<file path="src/rtl/i2_router_out_arbiter_pkg.sv">
// Shared definitions for the router output arbiter and the per-port FIFO write controllers:
// flit-type codes, arbiter state encoding and the select-width derivation.
package i2_router_out_arbiter_pkg;

    localparam logic [2:0] FLIT_HEAD = 3'b001;
    localparam logic [2:0] FLIT_BODY = 3'b110;
    localparam logic [2:0] FLIT_TAIL = 3'b010;

    typedef enum logic {
        ST_IDLE = 1'b0,
        ST_XFER = 1'b1
    } arb_state_e;

    // Width of an index into n items; never below one bit.
    function automatic int sel_width(input int n);
        return (n > 1) ? $clog2(n) : 1;
    endfunction

endpackage

</file>
<file path="src/rtl/i2_rr_pick.sv">
// Combinational round-robin picker: first set request strictly after ptr_i, with wrap-around.
// The request at ptr_i itself is checked last, so the previous winner has lowest priority.
module i2_rr_pick
    import i2_router_out_arbiter_pkg::*;
#(
    parameter int N = 4,
    parameter int W = sel_width(N)
) (
    input  logic [N-1:0] req_i,
    input  logic [W-1:0] ptr_i,
    output logic [W-1:0] idx_o,
    output logic         found_o
);

    logic [W-1:0] cand_idx;

    // NOTE: every always_comb output gets a default before any branch; a path that leaves a
    // variable unassigned would otherwise infer a latch.
    always_comb begin
        idx_o    = '0;
        found_o  = 1'b0;
        cand_idx = '0;
        for (int off = 1; off <= N; off++) begin
            cand_idx = W'((int'(ptr_i) + off) % N);
            if (!found_o && req_i[cand_idx]) begin
                found_o = 1'b1;
                idx_o   = cand_idx;
            end
        end
    end

endmodule

</file>
<file path="src/rtl/i2_router_out_arbiter.sv">
// Packet-granular round-robin arbiter for one router output link: a FIFO wins on a HEAD flit
// and keeps the link until its TAIL is read, so packets never interleave.
module i2_router_out_arbiter
    import i2_router_out_arbiter_pkg::*;
#(
    parameter int NUM_IN    = 4,
    parameter int MAX_FLITS = 16,
    parameter int SEL_W     = sel_width(NUM_IN)
) (
    input  logic                  clk,
    input  logic                  rst_n,
    input  logic [NUM_IN-1:0]     fifo_empty,
    input  logic [3*NUM_IN-1:0]   fifo_type,
    input  logic                  out_busy,
    output logic [NUM_IN-1:0]     fifo_rd,
    output logic [SEL_W-1:0]      out_sel,
    output logic                  out_valid,
    output logic                  err_malformed
);

    localparam int                CNT_W    = sel_width(MAX_FLITS);
    localparam logic [CNT_W-1:0]  CNT_LAST = CNT_W'(MAX_FLITS - 1);

    arb_state_e         state_q, state_d;
    logic [SEL_W-1:0]   gnt_idx_q, gnt_idx_d;
    logic [SEL_W-1:0]   rr_ptr_q, rr_ptr_d;
    logic [CNT_W-1:0]   flit_cnt_q, flit_cnt_d;
    logic               err_q, err_d;

    logic [NUM_IN-1:0]  cand;
    logic [2:0]         type_arr [NUM_IN];
    logic [SEL_W-1:0]   pick_idx;
    logic               pick_found;
    logic [2:0]         gnt_type;
    logic               rd_en;

    for (genvar g = 0; g < NUM_IN; g++) begin : g_front
        assign type_arr[g] = fifo_type[3*g +: 3];
        assign cand[g]     = !fifo_empty[g] && (fifo_type[3*g +: 3] == FLIT_HEAD);
    end

    i2_rr_pick #(
        .N (NUM_IN),
        .W (SEL_W)
    ) u_rr_pick (
        .req_i   (cand),
        .ptr_i   (rr_ptr_q),
        .idx_o   (pick_idx),
        .found_o (pick_found)
    );

    assign gnt_type      = type_arr[gnt_idx_q];
    assign rd_en         = (state_q == ST_XFER) && !fifo_empty[gnt_idx_q] && !out_busy;
    assign out_sel       = gnt_idx_q;
    assign err_malformed = err_q;

    always_comb begin
        state_d    = state_q;
        gnt_idx_d  = gnt_idx_q;
        rr_ptr_d   = rr_ptr_q;
        flit_cnt_d = flit_cnt_q;
        err_d      = err_q;
        fifo_rd    = '0;
        out_valid  = 1'b0;

        case (state_q)
            ST_IDLE: begin
                if (pick_found && !out_busy) begin
                    gnt_idx_d  = pick_idx;
                    flit_cnt_d = '0;
                    state_d    = ST_XFER;
                end
            end
            ST_XFER: begin
                if (rd_en) begin
                    fifo_rd[gnt_idx_q] = 1'b1;
                    out_valid          = 1'b1;
                    flit_cnt_d         = flit_cnt_q + 1'b1;
                    // A HEAD after the first read is forwarded as BODY but flagged.
                    if (gnt_type == FLIT_HEAD && flit_cnt_q != '0) begin
                        err_d = 1'b1;
                    end
                    if (gnt_type == FLIT_TAIL) begin
                        state_d  = ST_IDLE;
                        rr_ptr_d = gnt_idx_q;
                    end else if (flit_cnt_q == CNT_LAST) begin
                        err_d    = 1'b1;
                        state_d  = ST_IDLE;
                        rr_ptr_d = gnt_idx_q;
                    end
                end
            end
            default: state_d = ST_IDLE;
        endcase
    end

    // NOTE: state registers use non-blocking assignments so every flop samples the
    // pre-edge values, independent of statement order.
    always_ff @(posedge clk or negedge rst_n) begin
        if (!rst_n) begin
            state_q    <= ST_IDLE;
            gnt_idx_q  <= '0;
            rr_ptr_q   <= SEL_W'(NUM_IN - 1);
            flit_cnt_q <= '0;
            err_q      <= 1'b0;
        end else begin
            state_q    <= state_d;
            gnt_idx_q  <= gnt_idx_d;
            rr_ptr_q   <= rr_ptr_d;
            flit_cnt_q <= flit_cnt_d;
            err_q      <= err_d;
        end
    end

endmodule
</file>
<file path="config.mk">
export PLATFORM = sky130hd
export DESIGN_NAME = i2_router_out_arbiter
export DESIGN_NICKNAME = d
export VERILOG_FILES = /design/src/rtl/i2_router_out_arbiter_pkg.sv /design/src/rtl/i2_rr_pick.sv /design/src/rtl/i2_router_out_arbiter.sv
export SDC_FILE = /design/constraint.sdc
export NUM_CORES = 1
export LEC_CHECK = 0
export ABC_AREA = 1
export CAP_MARGIN = 30
export CORE_AREA = 2 2 58 66
export DETAILED_ROUTE_END_ITERATION = 7
export DIE_AREA = 0 0 60 68
export PLACE_DENSITY_LB_ADDON = 0.12
export SETUP_SLACK_MARGIN = 0.5
export SYNTH_ARGS = -nofsm -noshare
export SYNTH_HDL_FRONTEND = slang
export SYNTH_SLANG_ARGS = --single-unit
</file>
<file path="constraint.sdc">
create_clock -name clk -period 1.55 [get_ports clk]
set_input_delay 0.31 -clock clk [delete_from_list [all_inputs] [get_ports clk]]
set_output_delay 0.31 -clock clk [all_outputs]
set_load 0.02 [all_outputs]
</file>
==> flow_summary_export.csv <==
group,metric,value,unit
min_path,min_path_type,"input port to asynchronous set/reset pin",
die,core,0.00348,sq mm
layout,final_area,0.00179,sq mm
synth,yosys.cell_types.count,27,
flow_run,cap_violations,0,
sta,relSlewSlack,0.705,
detailed_routing,first_pass_iters,4,
setup_path,cp_top_family,"flip-flops",
setup_path,worst-path-buf-inv,2,
synth,synth_fp_nets,180,
layout,final_nets,245,
global_routing,top_usage_layer,"met2",
detailed_routing,routed_wl,3370,um
place,dp_hpwl,2730,um
setup_path,critPathKind,"flip-flop to output port",
detailed_routing,ant_nets,0,
power_and_ir_drop,leakage,0.877,nW
clock_tree,cts_buffers,3,
die,dieArea,0.00408,sq mm
place,placedCellCount,261,
place,pre_cts_ws,-0.805,ns
setup_path,slowest_delay,0.45,ns
setup_path,cp-end-kind,"output port",
global_routing,grt_antenna_before_repair,0,
clock_tree,clk_pin_slew_worst_paths,0.04,ns
setup_path,critPathLaunchType,"flip-flop",
sta,period_share,1.19,
synth,syn_inst,159,
sta,finalClockSkew,0.00109,ns
setup_path,arrival,1.54,ns
synth,synth-seq-cells,10,
detailed_routing,route.detailed.drc,0,
power_and_ir_drop,power,2.91,mW
sta,max_freq,0.541,GHz
synth,avgSynthCellArea,6.23,sq um
synth,yosysMostFrequentCell,"nand2_1",
detailed_routing,vias,1269,
sta,slew_violations,0,
power_and_ir_drop,vdd_ir_drop_max,0.000676,V
synth,synth_top_area_frac,0.202,
clock_tree,cts-root-buf,"clkbuf_8",
synth,synthTopCellsByArea,"dfrtp_1 (20%), nand3_1 (17%), nand2_1 (17%), nor2_1 (7.2%), inv_1 (6.8%)",
synth,yosysWarnings,0,
global_routing,grt_pass1_wl,5510,um
setup_path,cpMaxStageDelayCell,"dfrtp_2",
setup_path,crit_cells,7,
setup_path,path_max_fanout,5,
clock_tree,h-tree-depth,1,
run_status,outcome,"finished with violations",
layout,syn_to_final_growth,80.8,%
global_routing,grt_use_met1,0.198,
place,placed_area,0.00157,sq mm
sta,grt_setup_unrepaired,"true",
sta,hold_ws,0.393,ns
setup_path,path_cells,"nand2_2 -> a21oi_2 -> a21oi_2 -> nand4_1 -> buf_6 -> nor2_4 -> buf_6",
power_and_ir_drop,pwr_density_cell,1630,mW/mm^2
synth,synth-async-reset-ratio,1.00,
place,io_buffer_count,26,
detailed_routing,routed_via_density,4.65,
synth,synth_edf_count,0,
clock_tree,hold_buffers,0,
clock_tree,cts_tree,"yes",
die,start_util,0.285,
clock_tree,clkLatencyLatePin,0.23,ns
layout,drive_gt1_frac,0.417,
setup_path,required,1.24,ns
global_routing,grt_use_met3,0.0435,
setup_path,ff2ff_path_depth,9,
detailed_routing,drtIter0Drc,48,
global_routing,grt_max_degree,11,
synth,yosysTopAreaCell,"dfrtp_1",
sta,worstMarginPinSlew,0.441,ns
sta,hold_viol_final,0,
global_routing,grt_overflow,0,
synth,netlist_area,991,sq um
layout,diodes,0,
place,place_congestion,0.943,
sta,worst_slack,-0.300,ns
synth,synth_commonest_cells,"nand2_1 (45), nand3_1 (34), nor2_1 (19), inv_1 (18), dfrtp_1 (8)",
die,die_height,68,um
clock_tree,clockBufferDepth,2,
sta,setup_viol,15,
layout,fin_cells,273,
die,fp.dieW,60,um
global_routing,track_usage,0.182,
die,ios,27,
sta,period_needed,1.85,ns
run_status,violations,"negative setup slack",
detailed_routing,wl_per_cell,12.3,um
die,rows,23,
synth,synth_ff_type,"dfrtp_1",
global_routing,use_met2,0.356,
global_routing,grt_pass1_vias,1252,
clock_tree,cts_sinks,10,
synth,yosysSeqAreaShare,0.255,
cells by family (layout without fill, tap and decap cells):
| family | Yosys count | count (layout) | synth area share |
|---|---|---|---|
| AND/OR/NAND/NOR | 110 | 111 | 0.510 |
| buffers and inverters | 25 | 88 | 0.115 |
| flip-flops | 10 | 10 | 0.255 |
| AO/OA/AOI/OAI | 9 | 9 | 0.0530 |
| XOR/XNOR | 3 | 3 | 0.0417 |
| adder cells (fa/ha/maj) | 2 | 2 | 0.0252 |
routing by layer:
metal,vias up,part of all wire
li1,643,-
met1,603,0.40
met2,21,0.56
met3,2,0.031
met4,0,0.0059
met5,-,0
placed cells by master (no fill, tap or decap), types with 2 or more instances in the layout:
master	synthesis	routed
nand4_1	3	3
a21oi_2	0	3
dfstp_2	2	2
nor2_4	0	4
buf_4	1	30
nand3_1	34	28
inv_1	18	16
clkdlybuf4s50_1	0	16
clkbuf_8	0	3
o21ai_1	2	2
buf_6	2	15
nand3_2	1	8
nor2_2	1	4
nand2_2	3	8
dfrtp_1	8	6
dfrtp_2	0	2
nand2_1	45	37
nand2_4	0	3
nor2_1	19	12
inv_2	3	4
ha_1	2	2
dlygate4sd2_1	0	2
repair_timing:
| item | 4_1_cts | 5_1_grt |
|---|---|---|
| gates cloned | 1 | 0 |
| gates resized for setup | 66 | 15 |
| setup buffers | 6 | 1 |
| pin swaps | 5 | 6 |
| setup endpoints to repair | 18 | 18 |
worst register-to-register path, delay by kind of cell (launching register included):
kind          cells  cell delay, ns
buf+inv           1            0.10
flops             1            0.65
simple gates      8            0.79
through the flow:
stage / util / TNS, ns
after CTS: 0.496 / -2.29
after detailed placement: 0.450 / -7.37
after global placement: 0.450 / -7.03
after floorplan: - / 0
final: 0.515 / -2.32
after global routing: 0.515 / -3.65
power breakdown:
group | total, mW | switching, mW | internal [mW]
Clock | 0.268 | 0.0888 | 0.179
Combinational | 2.13 | 1.15 | 0.987
Sequential | 0.512 | 0.141 | 0.371
state kept, by name (all words and copies together), names as in the netlist:
| name | cells |
|---|---|
| rr_ptr_q | 2 |
| err_malformed | 1 |
| out_sel | 2 |
| flit_cnt_q | 4 |
| state_q | 1 |
area by class of cell:
| class | instances | area (sq um) |
|---|---|---|
| Sequential cell | 10 | 255 |
| Clock buffer | 4 | 45.0 |
| Timing Repair Buffer | 63 | 572 |
| Fill cell | 347 | 1690 |
| Inverter | 21 | 81.3 |
| Tap cell | 50 | 62.6 |
| Multi-Input combinational cell | 125 | 776 |
worst paths after layout:
path | start | to | slack [ns]
max in group asynchronous | rst_n | rr_ptr_q[1] | 0.82
setup reg to reg | rr_ptr_q[0] | flit_cnt_q[2] | -0.10
hold reg to reg | err_malformed | err_malformed | 0.48
setup / recovery | out_sel[0] | fifo_rd[0] | -0.30
min in group clk | err_malformed | err_malformed | 0.48
hold / removal | rst_n | flit_cnt_q[1] | 0.39
Power figures use the tool's default switching activity.
